[src/rtl/pipeline_types_pkg.sv]
// Types shared between the Fetch and Decode stages, including the
// fetch/decode payload and the default fetch queue depth.
package pipeline_types;

  localparam int FETCH_Q_DEPTH = 4;

  typedef struct packed {
    logic [31:0] pc;
    logic [31:0] inst;
  } fetch_dec_t;

endpackage

[src/rtl/fetch_queue_wrap_ptr.sv]
// Circular index for the fetch queue. It wraps at DEPTH-1 by an explicit
// compare, so any depth works, including depths that are not powers of two.
module wrap_ptr #(
  parameter int DEPTH = 4,
  localparam int PW = (DEPTH > 1) ? $clog2(DEPTH) : 1
) (
  input  logic          clk,
  input  logic          reset,
  input  logic          inc,
  input  logic          clr,
  output logic [PW-1:0] ptr
);

  // clr wins over inc so that a flush always lands both pointers on entry 0
  always_ff @(posedge clk or posedge reset) begin
    if (reset) begin
      ptr <= '0;
    end else if (clr) begin
      ptr <= '0;
    end else if (inc) begin
      ptr <= (ptr == PW'(DEPTH - 1)) ? '0 : ptr + 1'b1;
    end
  end

endmodule

[src/rtl/fetch_queue.sv]
// Elastic fetch->decode queue with flush and occupancy status.
// Optional macro FETCH_QUEUE_BYPASS_EN gives a 0-cycle path when the queue is empty.
module fetch_queue
  import pipeline_types::*;
#(
  parameter int WIDTH    = $bits(fetch_dec_t),
  parameter int DEPTH    = FETCH_Q_DEPTH,
  parameter int AF_LEVEL = DEPTH - 1,
  localparam int CW      = $clog2(DEPTH + 1)
) (
  input  logic             clk,
  input  logic             reset,
  input  logic             flush_i,
  input  logic             valid_in,
  output logic             ready_in,
  input  logic [WIDTH-1:0] data_in,
  output logic             valid_out,
  input  logic             ready_out,
  output logic [WIDTH-1:0] data_out,
  output logic [CW-1:0]    count_o,
  output logic             almost_full_o,
  output logic             empty_o
);

  localparam int PW = $clog2(DEPTH);

  logic [WIDTH-1:0] mem [DEPTH];
  logic [PW-1:0]    wr_ptr;
  logic [PW-1:0]    rd_ptr;
  logic [CW-1:0]    count;
  logic             stored_valid;
  logic             bypass;
  logic             bypass_take;
  logic             push;
  logic             pop;
  logic             wr_en;
  logic             rd_en;

  assign stored_valid = (count != '0);

`ifdef FETCH_QUEUE_BYPASS_EN
  assign bypass = !stored_valid && valid_in && !flush_i;
`else
  assign bypass = 1'b0;
`endif

  // ready_in depends only on stored occupancy, never on ready_out
  assign ready_in  = (count != CW'(DEPTH));
  assign valid_out = stored_valid || bypass;

  always_comb begin
    data_out = '0;
    if (stored_valid) begin
      data_out = mem[rd_ptr];
    end else if (bypass) begin
      data_out = data_in;
    end
  end

  assign push        = valid_in && ready_in;
  assign pop         = valid_out && ready_out;
  assign bypass_take = bypass && ready_out;
  assign wr_en       = push && !flush_i && !bypass_take;
  assign rd_en       = pop && stored_valid && !flush_i;

  wrap_ptr #(.DEPTH(DEPTH)) u_wr_ptr (
    .clk   (clk),
    .reset (reset),
    .inc   (wr_en),
    .clr   (flush_i),
    .ptr   (wr_ptr)
  );

  wrap_ptr #(.DEPTH(DEPTH)) u_rd_ptr (
    .clk   (clk),
    .reset (reset),
    .inc   (rd_en),
    .clr   (flush_i),
    .ptr   (rd_ptr)
  );

  // Payload storage is deliberately left out of reset; data_out is gated by count
  always_ff @(posedge clk) begin
    if (wr_en) begin
      mem[wr_ptr] <= data_in;
    end
  end

  always_ff @(posedge clk or posedge reset) begin
    if (reset) begin
      count <= '0;
    end else if (flush_i) begin
      count <= '0;
    end else if (wr_en && !rd_en) begin
      count <= count + 1'b1;
    end else if (rd_en && !wr_en) begin
      count <= count - 1'b1;
    end
  end

  assign count_o       = count;
  assign almost_full_o = (count >= CW'(AF_LEVEL));
  assign empty_o       = (count == '0);

endmodule

[config.mk]
export PLATFORM = sky130hd
export DESIGN_NAME = fetch_queue
export DESIGN_NICKNAME = d
export VERILOG_FILES = /design/src/rtl/pipeline_types_pkg.sv /design/src/rtl/fetch_queue_wrap_ptr.sv /design/src/rtl/fetch_queue.sv
export SDC_FILE = /design/constraint.sdc
export NUM_CORES = 1
export LEC_CHECK = 0
export ABC_AREA = 1
export BUFFER_PORTS_ARGS = -buffer_cell sky130_fd_sc_hd__buf_2
export CAP_MARGIN = 25
export CELL_PAD_IN_SITES_DETAIL_PLACEMENT = 1
export CELL_PAD_IN_SITES_GLOBAL_PLACEMENT = 1
export CORE_UTILIZATION = 45
export CTS_CLUSTER_SIZE = 16
export DETAILED_ROUTE_END_ITERATION = 16
export PLACE_DENSITY = 0.78
export SYNTH_ARGS = -nofsm -noshare
export SYNTH_HDL_FRONTEND = slang
export SYNTH_HIERARCHICAL = 1
export SYNTH_SLANG_ARGS = --single-unit
[constraint.sdc]
create_clock -name clk -period 15.95 [get_ports clk]
set_input_delay 1.595 -clock clk [delete_from_list [all_inputs] [get_ports clk]]
set_output_delay 1.595 -clock clk [all_outputs]
set_load 0.005 [all_outputs]
* Word-level counts from Yosys, hierarchy flattened
Memories as Yosys holds them, arrays and structs flattened.
Index checks and enable logic that the tools add are counted.
** Storage, ports and cells
- Bits in registers :: 7
- Logic and storage cells :: 39
- Input bits :: 69
- Bits in writable memories :: 256
- Memories :: 1
- Output and inout port bits :: 71
** Cells by class
- Reduce and logical (&&, ||, !) cells :: 15
- Mux-type cells :: 12
- $lt $le $gt $ge :: 1
- $add $sub $neg :: 4
- Equality and inequality tests :: 3
** Memories
- mem :: depth 4, width 64, rd ports 1, clocked after Yosys merged registers in 0, write ports 1, RTL line fetch_queue.sv:27 : logic [WIDTH-1:0] mem [DEPTH];
** Operators by type and width (count)
- two-way mux 64 bit :: 1
- two-way mux 2 bit :: 6
- two-way mux 3 bit :: 3
- logical AND 1 bit :: 7
- nonzero test 3 bit :: 2
- adder 2 x 1 -> 2 bit (second input constant) :: 2
- equality test 2 bit (second input constant) :: 2
- nonzero test 2 bit :: 2
- adder 3 x 1 -> 3 bit (second input constant) :: 1
- greater-or-equal comparator 3 x 2 -> 1 bit (second input constant) :: 1
- logical NOT 1 bit :: 3
- logical NOT 3 bit :: 1
- inequality test 3 bit (second input constant) :: 1
- subtractor 3 x 1 -> 3 bit (second input constant) :: 1
- two-way mux 1 bit :: 2

* Depth between registers and ports, before layout
- Depth after elaboration :: 8
- Depth in mapped cells :: 11

* Hierarchy
Netlist, hierarchy kept.
** Modules (own cells, without submodules)
- fetch_queue :: cells each 800, area an instance 10219.8 sq um, times used 1
- wrap_ptr :: cells each 13, area an instance 103.8 sq um, times used 2

* Worst setup path after synthesis
Ideal clock, no wire load.
- Path kind :: input port to flip-flop
- From :: input flush_i
- To :: memory mem[1][0] (netlist name), enable pin
- Arrival :: 6.276 ns
- Stages :: 3
- Buffers on the path :: 0
- Slack :: 9.109 ns
- Cell sequence :: inv_1 nand3_1 nor3_1
** Between the ends
- Cells in the longest elaborated chain, start to end :: 4
** Ends and longest elaborated chain
- from (decl) :: RTL line fetch_queue.sv:13 : input logic flush_i,
- logical NOT 1 bit :: RTL line fetch_queue.sv:63 : assign wr_en = push && !flush_i && !bypass_take;
- logical AND 1 bit :: RTL line fetch_queue.sv:63
- two-way mux 1 bit :: RTL line fetch_queue.sv:84 : if (wr_en) begin
- two-way mux 1 bit (implied by the code) :: RTL line fetch_queue.sv:85 : mem[wr_ptr] <= data_in;
- to (decl) :: RTL line fetch_queue.sv:27
No other way between the ends.

* Worst setup path after layout
- From :: register u_rd_ptr.ptr[0]
- To :: output data_out[60]
** Between the ends
- Cells in the longest elaborated chain, start to end :: 2
** Ends and longest elaborated chain
- from (decl) :: RTL line fetch_queue_wrap_ptr.sv:11 : output logic [PW-1:0] ptr
- from (signal assigned) :: RTL line fetch_queue_wrap_ptr.sv:21 : ptr <= (ptr == PW'(DEPTH - 1)) ? '0 : ptr + 1'b1;
- memory (4 x 64 bit)
- two-way mux 64 bit :: RTL line fetch_queue.sv:53 : if (stored_valid) begin
- to (decl) :: RTL line fetch_queue.sv:19 : output logic [WIDTH-1:0] data_out,
No other way between the ends.

==> flow_summary.ini <==
[status]
status = finished clean

[cts]
cts_sinks = 263
holdBufCountCts = 0
clk_pin_slew_ns = 0.06
cts_max_level = 1
cts_tree = yes
cts_resized = 0
clockRootBuffer = clkbuf_16
clock_latency_ns = 0.52
post_cts_buffers = 0
cts_buffer_depth = 3
cts_buffers = 26

[global_route]
grt_max_degree = 107
grt.total_usage_pct = 21.2
grt_antenna_before_repair = 1
grt_overflow = 0
grt_pass1_vias = 7305
grt_pass1_wl_um = 38600

[critical_path]
crit_path_end_kind = output pin
crit_family = buffers and inverters
critical_path_required_ns = 14.36
worstRegToRegCells = 5
cp.arrival_ns = 3.01
slowest_stage = buf_4
r2r-start = count_o[0]$_DFFE_PP0P_
r2r_setup_slack_ns = 13.70
cp_cell_sequence = clkinv_2, buf_4, o21ai_0, a21oi_1, buf_2
path_buf_inv = 3
setup.worst_path.class = reg -> out
slowest_delay_ns = 0.63
startpoint_type = register
r2r_end = mem[1][29]$_DFFE_PP_
crit_path_max_fanout = 70

[timing]
setup_viol = 0
post-route-period-util_pct = 28.9
slew_headroom_pct = 32.4
rsz0062_at_grt = no
setup_ws_ns = 11.34
drv_slew = 0
max_freq_ghz = 0.217
min_period_ns = 4.61
worst_slew_pin_slew_ns = 1.01
skew_ns = 0.00820
totalNegativeSetupSlack_ns = 0
finalHoldViolations = 0

[die]
initial_core_util_pct = 45.9
die_h_um = 154
coreArea_um2 = 22700
ios = 140
rows = 55
dieArea_um2 = 23800
fp.dieW_um = 154

[yosys]
syn-cell-area_um2 = 10400
ys_seq_area_share_pct = 75.4
synth_edf_count = 256
ys_warn_count = 6
avgSynthCellArea_um2 = 12.6
synth_top_area_share_pct = 73.7
synthCells = 826
ys_types = 24
ys_ff_latch = 263
ys_top_cells_by_count = 265 x nor2_1, 256 x edfxtp_1, 121 x o21ai_0
synth_nets = 898
synthFlopType = edfxtp_1
async_reset_ff_share_pct = 2.66
yosysMostFrequentCell = nor2_1
synth_top_area_cell = edfxtp_1
synth.area.top_cells = edfxtp_1 74%, nor2_1 9.5%, o21ai_0 5.8%, a21oi_1 3.1%, dfrtp_1 1.7%

[detailed_routing]
drt_wl_total_um = 24700
drt-initial-drc-count = 322
wl_met3_um = 1090
route.vias.total = 6798
first_pass_iters = 4
met1_length_um = 10200
drtAntennaViolNets = 0
dr.max_layer_used = met4
drc = 0
via_per_inst = 5.40
wl_met2_um = 12900
wire_per_inst_um = 19.6

[pwr]
switching_power_mw = 0.502
pwr-share-seq_pct = 46.3
sw_frac_of_total_pct = 28.7
combPwrFrac_pct = 21.4
p_total_mw = 1.75
p_int_mw = 1.25
p_per_area_nw_per_um2 = 145
leakage_nw = 4.40
clkPwrFrac_pct = 32.3
peakVddDrop_uv = 103

[finish]
nFillCells = 2380
drive_gt1_share_pct = 19.9
multiInputGateArea_um2 = 2200
fin_nets = 1027
area_growth_pct = 15.7
seqCellArea_um2 = 7870

[min_path]
hold_depth = 2
whs_endpoint = count_o[0]$_DFFE_PP0P_
holdCritPathClass = reg -> reg
hold_start = count_o[0]$_DFFE_PP0P_

[placed_design]
dp_hpwl_um = 13700
pre_cts_slack_ns = 11.82
numPortBuffers = 139
place_congestion = 0.697

[flow_run]
cap_violations = 0
## how the worst max path moves through the flow
stage                                      startpoint             endpoint  slack [ns]  cells after the start
after floorplan                               flush_i  mem[1][0]$_DFFE_PP_        9.11                      3
final                     u_rd_ptr/ptr[0]$_DFFE_PP0P_         data_out[60]       11.34                      5
after global routing      u_rd_ptr/ptr[0]$_DFFE_PP0P_         data_out[47]       11.10                      5
after CTS                 u_rd_ptr/ptr[0]$_DFFE_PP0P_         data_out[60]       11.24                      5
after detailed placement  u_rd_ptr/ptr[0]$_DFFE_PP0P_         data_out[36]       11.82                      5
after global placement    u_rd_ptr/ptr[0]$_DFFE_PP0P_         data_out[60]       11.93                      5
## layout make-up
class	count	share of cell area, %
Clock buffer	34	5.82
Inverter	20	0.633
Antenna cell	1	0.0207
Tap cell	285	2.96
Clock inverter	12	0.622
Multi-Input combinational cell	495	18.2
Timing Repair Buffer	149	6.49
Sequential cell	263	65.2
## registers in the layout, indices dropped and copies added, names as in the netlist
| signal | cells |
|---|---|
| mem | 256 |
| count_o | 3 |
| u_rd_ptr/ptr | 2 |
| u_wr_ptr/ptr | 2 |
## worst register-to-register path, delay by kind of cell, from the launching register on
kind          cells  cell delay (ns)
buf+inv           1             0.81
flops             1             0.45
simple gates      4             0.57
## kinds of logic after synthesis
family | after synthesis | share of synthesized area [%]
AO/OA/AOI/OAI | 196 | 9.44
XOR/XNOR | 1 | 0.0840
adder cells (fa/ha/maj) | 3 | 0.432
buffers and inverters | 68 | 3.70
flip-flops | 263 | 75.4
AND/OR/NAND/NOR | 295 | 10.9
## cells in the final DEF (no fill, tap or decap)
cell type    n
a21oi_2      1
nand4_1      3
edfxtp_1   256
inv_2        3
a21oi_1     64
buf_12       1
clkinv_1    10
clkinv_2     4
inv_1       14
diode_2      1
o21ai_0    121
buf_2      139
clkbuf_16   27
nor3_2       4
dfrtp_4      1
bufinv_16    1
buf_4        9
o21ai_1     10
ha_1         2
dfrtp_1      5
clkbuf_1     7
dfrtp_2      1
nand3_1      7
fa_1         1
nand2_1     13
nand2_2      2
nor2_1     265
xor2_1       1
nor2_4       1
## power groups by stage
stage          Sequential (mW)  Clock, mW  Combinational [mW]
2_1_floorplan            0.822          0               0.224
3_3_place_gp             0.823          0               0.366
3_5_place_dp             0.825          0               0.378
4_1_cts                  0.811      0.577               0.381
5_1_grt                  0.813      0.603               0.419
6_report                 0.810      0.564               0.374
## metrics by stage
| stage | util (%) | std cells | area [um2] | hold slack (ns) |
|---|---|---|---|---|
| 6_report | 53.1 | 1259 | 12100 | 0.659 |
| 3_3_place_gp | 49.6 | 1211 | 11300 | 0.636 |
| 5_1_grt | 53.1 | 1259 | 12100 | 0.696 |
| 4_1_cts | 53.0 | 1257 | 12000 | 0.669 |
| 2_1_floorplan | - | 826 | 10400 | 0.563 |
| 3_5_place_dp | 49.6 | 1211 | 11300 | 0.651 |
## metal layers
metal	global-route usage, %	vias to the layer above
met5	0	-
li1	-	3175
met1	25.5	3424
met4	5.86	0
met3	3.64	34
met2	39.1	165
(Power assumes the default switching activity.)
